--- config.mk ---
export PLATFORM = sky130hd
export DESIGN_NAME = div_request_sequencer
export DESIGN_NICKNAME = d
export VERILOG_FILES = /design/src/rtl/div_request_sequencer.sv
export SDC_FILE = /design/constraint.sdc
export NUM_CORES = 1
export LEC_CHECK = 0
export ABC_AREA = 1
export CAP_MARGIN = 40
export CORE_MARGIN = 2
export CORE_UTILIZATION = 45
export DETAILED_ROUTE_END_ITERATION = 8
export GPL_ROUTABILITY_DRIVEN = 0
export MAX_ROUTING_LAYER = met4
export PLACE_DENSITY = 0.71
export SLEW_MARGIN = 20
export SYNTH_ARGS = -nofsm -noshare
export SYNTH_HDL_FRONTEND = slang
export SYNTH_SLANG_ARGS = --single-unit
--- constraint.sdc ---
create_clock -name clk -period 4.16 [get_ports clk]
set_input_delay 0.416 -clock clk [delete_from_list [all_inputs] [get_ports clk]]
set_output_delay 0.416 -clock clk [all_outputs]
set_load 0.005 [all_outputs]
--- src/rtl/div_request_sequencer.sv ---
// -----------------------------------------------------------------------------
// div_request_sequencer
//
// Wraps a multi-cycle divider. Signed operand pairs (plus a user tag) arrive
// on a valid/ready stream and are buffered in a DEPTH-entry FIFO. The sequencer
// issues one start pulse per request, waits for the divider's done pulse (or a
// watchdog expiry), and presents the result with its tag on a valid/ready
// output stream. Only one request is in flight at a time, so results leave in
// request order.
//
// Handshake rule for both streams: a transfer happens on a rising clk edge
// where valid && ready are both 1. A producer holds valid and its payload
// stable until that edge. Valid never depends on ready.
//
// Ports
//   clk, rst_n           clock, synchronous active-low reset
//   in_valid/in_ready    request stream; in_a, in_b signed operands, in_tag
//   div_start/div_valid  one-cycle start pulse to the divider (same signal)
//   div_a/div_b          operands to the divider (FIFO head during issue)
//   div_q/div_r          divider results
//   div_done/div_err0    divider completion pulse and divide-by-zero flag
//   out_valid/out_ready  result stream; out_q, out_r, out_tag, out_div0,
//                        out_timeout (watchdog fired, q=r=0)
//   fifo_count           occupied FIFO entries
//   busy                 FSM not idle or FIFO not empty
//   fsm_state            current FSM state (debug observation)
// -----------------------------------------------------------------------------
module div_request_sequencer #(
  parameter int N       = 16,
  parameter int TAG_W   = 4,
  parameter int DEPTH   = 4,
  parameter int TIMEOUT = 64
) (
  input  logic                       clk,
  input  logic                       rst_n,
  input  logic                       in_valid,
  output logic                       in_ready,
  input  logic [N-1:0]               in_a,
  input  logic [N-1:0]               in_b,
  input  logic [TAG_W-1:0]           in_tag,
  output logic                       div_start,
  output logic                       div_valid,
  output logic [N-1:0]               div_a,
  output logic [N-1:0]               div_b,
  input  logic [N-1:0]               div_q,
  input  logic [N-1:0]               div_r,
  input  logic                       div_done,
  input  logic                       div_err0,
  output logic                       out_valid,
  input  logic                       out_ready,
  output logic [N-1:0]               out_q,
  output logic [N-1:0]               out_r,
  output logic [TAG_W-1:0]           out_tag,
  output logic                       out_div0,
  output logic                       out_timeout,
  output logic [$clog2(DEPTH+1)-1:0] fifo_count,
  output logic                       busy,
  output logic [1:0]                 fsm_state
);

  localparam int CNT_W = $clog2(DEPTH + 1);
  localparam int PTR_W = $clog2(DEPTH);
  localparam int WD_W  = $clog2(TIMEOUT + 1);

  localparam logic [1:0] S_IDLE  = 2'd0;
  localparam logic [1:0] S_ISSUE = 2'd1;
  localparam logic [1:0] S_WAIT  = 2'd2;
  localparam logic [1:0] S_HOLD  = 2'd3;

  logic [1:0]       state;
  logic [1:0]       state_nxt;
  logic [N-1:0]     mem_a   [DEPTH];
  logic [N-1:0]     mem_b   [DEPTH];
  logic [TAG_W-1:0] mem_tag [DEPTH];
  logic [PTR_W-1:0] wr_ptr;
  logic [PTR_W-1:0] rd_ptr;
  logic [CNT_W-1:0] count;
  logic [WD_W-1:0]  wd;

  logic push;
  logic pop;
  logic wd_expired;

  assign in_ready   = (count < CNT_W'(DEPTH));
  assign push       = in_valid && in_ready;
  assign wd_expired = (wd == WD_W'(TIMEOUT - 1));
  // The head entry stays in the FIFO while it is in flight and is only
  // removed once its result (real or forced) has been captured.
  assign pop        = (state == S_WAIT) && (div_done || wd_expired);

  assign div_start  = (state == S_ISSUE);
  assign div_valid  = div_start;
  // Operands are only driven during the issue cycle so that the divider port
  // reads zero in every other state, including straight out of reset.
  assign div_a      = div_start ? mem_a[rd_ptr] : '0;
  assign div_b      = div_start ? mem_b[rd_ptr] : '0;

  assign out_valid  = (state == S_HOLD);
  assign fifo_count = count;
  assign busy       = (state != S_IDLE) || (count != '0);
  assign fsm_state  = state;

  always_comb begin
    state_nxt = state;
    case (state)
      S_IDLE:  if (count != '0) state_nxt = S_ISSUE;
      S_ISSUE: state_nxt = S_WAIT;
      S_WAIT:  if (pop) state_nxt = S_HOLD;
      S_HOLD: begin
        // A push landing in the same cycle as the result handshake counts as
        // work still to do.
        if (out_ready) state_nxt = ((count != '0) || push) ? S_ISSUE : S_IDLE;
      end
      default: state_nxt = S_IDLE;
    endcase
  end

  always_ff @(posedge clk) begin
    if (!rst_n) begin
      state <= S_IDLE;
    end else begin
      state <= state_nxt;
    end
  end

  // FIFO storage has no reset: its contents are only read behind a non-zero
  // count, which is reset.
  always_ff @(posedge clk) begin
    if (push) begin
      mem_a[wr_ptr]   <= in_a;
      mem_b[wr_ptr]   <= in_b;
      mem_tag[wr_ptr] <= in_tag;
    end
  end

  always_ff @(posedge clk) begin
    if (!rst_n) begin
      wr_ptr <= '0;
      rd_ptr <= '0;
      count  <= '0;
    end else begin
      if (push) wr_ptr <= wr_ptr + 1'b1;
      if (pop)  rd_ptr <= rd_ptr + 1'b1;
      case ({push, pop})
        2'b10:   count <= count + 1'b1;
        2'b01:   count <= count - 1'b1;
        default: count <= count;
      endcase
    end
  end

  // Watchdog counts cycles spent in S_WAIT; reaching TIMEOUT-1 in S_WAIT
  // means this is the TIMEOUT-th waiting cycle.
  always_ff @(posedge clk) begin
    if (!rst_n) begin
      wd <= '0;
    end else if (state == S_ISSUE) begin
      wd <= '0;
    end else if (state == S_WAIT) begin
      wd <= wd + 1'b1;
    end
  end

  // Result capture. div_done takes priority over an expiry in the same cycle;
  // a done pulse in any other state is ignored because pop is gated by S_WAIT.
  always_ff @(posedge clk) begin
    if (!rst_n) begin
      out_q       <= '0;
      out_r       <= '0;
      out_tag     <= '0;
      out_div0    <= 1'b0;
      out_timeout <= 1'b0;
    end else if (pop) begin
      out_tag <= mem_tag[rd_ptr];
      if (div_done) begin
        out_q       <= div_q;
        out_r       <= div_r;
        out_div0    <= div_err0;
        out_timeout <= 1'b0;
      end else begin
        out_q       <= '0;
        out_r       <= '0;
        out_div0    <= 1'b0;
        out_timeout <= 1'b1;
      end
    end
  end

endmodule

==> impl_metrics.xml <==
<?xml version="1.0" encoding="UTF-8"?>
<metrics>
  <group name="worst_setup_path">
    <metric name="cp.arrival" unit="ns">2.51</metric>
    <metric name="crit_required" unit="ns">3.74</metric>
    <metric name="setup.worst_path.end_class" unit="">output pin</metric>
    <metric name="crit_type" unit="">flop to output pin</metric>
    <metric name="start_kind" unit="">flop</metric>
    <metric name="worst-path-max-fanout" unit="">32</metric>
  </group>
  <group name="clock_tree">
    <metric name="cts-root-buf" unit="">clkbuf_16</metric>
    <metric name="cts_made_buffers" unit="">17</metric>
    <metric name="cts.htree.levels" unit="">4</metric>
    <metric name="number_of_hold_buffers_added_after_cts" unit="">0</metric>
    <metric name="cts_setup_buffers" unit="">0</metric>
    <metric name="clock_slew_at_reported_path_ffs" unit="ns">0.07</metric>
    <metric name="clock_tree.buffer_depth" unit="">2</metric>
    <metric name="postCtsResizedCells" unit="">0</metric>
    <metric name="clock_sink_count" unit="">200</metric>
    <metric name="worstSkewPairLatency" unit="ns">0.43</metric>
    <metric name="cts_tree" unit="">done</metric>
  </group>
  <group name="global_routing">
    <metric name="gr-total-overflow" unit="">0</metric>
    <metric name="first_global_vias" unit="">5531</metric>
    <metric name="grt_start_max_net_pins" unit="">65</metric>
    <metric name="grt_usage" unit="%">20.0</metric>
    <metric name="grt_first_pass_wirelength" unit="um">27300</metric>
    <metric name="antenna_found_initial" unit="">0</metric>
  </group>
  <group name="floorplan">
    <metric name="boundaryPins" unit="">154</metric>
    <metric name="core_region_area" unit="sq mm">0.0171</metric>
    <metric name="floorplan.die_area" unit="sq mm">0.0184</metric>
    <metric name="rows" unit="">48</metric>
    <metric name="fp.dieW" unit="um">136</metric>
    <metric name="start_util" unit="%">45.6</metric>
    <metric name="chipHeight" unit="um">136</metric>
  </group>
  <group name="sta">
    <metric name="slew_viol_final" unit="">0</metric>
    <metric name="hold_violations" unit="">0</metric>
    <metric name="worst_slew_pin_slew" unit="ns">0.688</metric>
    <metric name="final.period_utilization" unit="%">70.4</metric>
    <metric name="finalWorstSetupSlack" unit="ns">1.23</metric>
    <metric name="timing.max_slew.rel_slack" unit="%">54.1</metric>
    <metric name="setup_violations" unit="">0</metric>
    <metric name="fin_worst_hold_slack" unit="ns">0.459</metric>
    <metric name="rsz0062_at_grt" unit="">false</metric>
    <metric name="clock-skew-final" unit="ns">0.00829</metric>
    <metric name="layout_min_cycle_time" unit="ns">2.93</metric>
    <metric name="max_freq" unit="GHz">0.341</metric>
    <metric name="tns" unit="ns">0</metric>
  </group>
  <group name="routing">
    <metric name="detailroute.via_count" unit="">5611</metric>
    <metric name="route.detailed.drc" unit="">0</metric>
    <metric name="route.detailed.vias_per_inst" unit="">5.06</metric>
    <metric name="drt-pass1-iter-count" unit="">5</metric>
    <metric name="antenna_left" unit="">0</metric>
    <metric name="routed_len_inst" unit="um">15.4</metric>
    <metric name="first_iter_violations" unit="">418</metric>
    <metric name="finalWirelength" unit="um">17100</metric>
  </group>
  <group name="cells_and_area">
    <metric name="antenna_cells" unit="">0</metric>
    <metric name="layout.nets" unit="">956</metric>
    <metric name="layout.core_utilization" unit="%">59.6</metric>
    <metric name="layout_common_cells" unit="">nor2_1, clkdlybuf4s50_1, edfxtp_1</metric>
    <metric name="finalInstanceArea" unit="sq mm">0.0102</metric>
    <metric name="post_route_cells_drive_above_1_share" unit="%">6.12</metric>
    <metric name="area.growth.synth_to_final" unit="%">30.6</metric>
    <metric name="finalNonFillerCells" unit="">1108</metric>
    <metric name="layout_commonest_cell" unit="">nor2_1</metric>
  </group>
  <group name="placed_design">
    <metric name="dp_hpwl" unit="um">10400</metric>
    <metric name="pre_cts_slack" unit="ns">1.45</metric>
    <metric name="detailed_place.area" unit="sq mm">0.00959</metric>
    <metric name="post-place-cells" unit="">1077</metric>
    <metric name="numPortBuffers" unit="">153</metric>
  </group>
  <group name="yosys">
    <metric name="synth_cells" unit="">724</metric>
    <metric name="synth_sequential_area_ratio" unit="%">69.7</metric>
    <metric name="yosys_register_bits" unit="">200</metric>
    <metric name="synth_nets" unit="">809</metric>
    <metric name="avgSynthCellArea" unit="sq um">10.8</metric>
    <metric name="mappedNetlistArea" unit="sq mm">0.00781</metric>
    <metric name="synth_warnings" unit="">0</metric>
    <metric name="yosysUniqueCellTypes" unit="">27</metric>
  </group>
  <group name="outcome">
    <metric name="status" unit="">complete, no violations</metric>
  </group>
  <group name="power">
    <metric name="irDropWorstVdd" unit="mV">0.357</metric>
    <metric name="power_density" unit="mW/mm^2">501</metric>
    <metric name="cellLeakagePower" unit="nW">3.60</metric>
    <metric name="totalPowerFinal" unit="mW">5.11</metric>
  </group>
  <group name="worst_hold_path">
    <metric name="hold_path_class" unit="">flop to flop</metric>
  </group>
  <group name="job">
    <metric name="max_cap_viols" unit="">0</metric>
  </group>
</metrics>
-- power by group --
group          switching, mW  leakage, nW  internal [mW]
Combinational          0.555         1.52          0.494
Sequential            0.0700         1.78           2.30
Clock                  0.733        0.299          0.962
-- cell type report --
cell class              instances  area (sq um)
well taps                     225           282
clock inverters                14           186
repair buffers                166          1660
fillers                      1390          6910
flip-flops and latches        200          5450
clock buffers                  17           425
inverters                      34           128
multi-input cells             452          2080
-- kinds of logic after synthesis --
logic type,synth area share [%]
adder cells (fa/ha/maj),1.86
flip-flops,69.7
AO/OA/AOI/OAI,10.5
XOR/XNOR,0.224
buffers and inverters,4.05
AND/OR/NAND/NOR,13.7
-- synth_stat cells, drive strengths merged --
cell | number | area share, %
a31oi | 1 | 0.080
nor2 | 172 | 8.3
nand2 | 94 | 4.7
nand3 | 6 | 0.38
fa | 1 | 0.26
clkinv | 2 | 0.096
dfxtp | 56 | 14
edfxtp | 144 | 55
ha | 10 | 1.6
inv | 32 | 1.5
o21ai | 85 | 5.4
a21oi | 77 | 4.9
nor3b | 1 | 0.096
xor2 | 1 | 0.11
xnor2 | 1 | 0.11
clkbuf | 14 | 0.67
nor3 | 2 | 0.13
and3 | 1 | 0.080
buf | 24 | 1.7
-- critical path, cell delays in order (launching register included) --
cell and delay, ns:
dfxtp_1 0.67, inv_1 0.08, buf_4 0.28, nor2_1 0.14, o21ai_0 0.08, a21oi_1 0.26, clkdlybuf4s50_1 0.56
-- path summary, 6_finish.rpt --
path / from / slack, ns / cells past startpoint / endpoint
hold reg to reg: out_q[14] / 0.46 / 2 / out_q[14]
hold / removal: out_q[14] / 0.46 / 2 / out_q[14]
setup / recovery: flop / 1.23 / 6 / div_a[0]
setup reg to reg: fsm_state[0] / 1.63 / 11 / fifo_count[2]
-- state kept, by name (all words and copies together) (netlist names), named ones only --
register	count
fifo_count	3
mem_tag	16
mem_a	64
out_r	16
wd	7
out_div0	1
out_q	16
fsm_state	2
wr_ptr	2
out_timeout	1
out_tag	4
mem_b	64
rd_ptr	2
-- layer usage --
metal	GRT usage, %	part of all wire, %
met5	-	0
met4	6.71	2.1
met3	5.87	7.9
met2	32.2	48
met1	24.2	42
(Power assumes the default switching activity.)
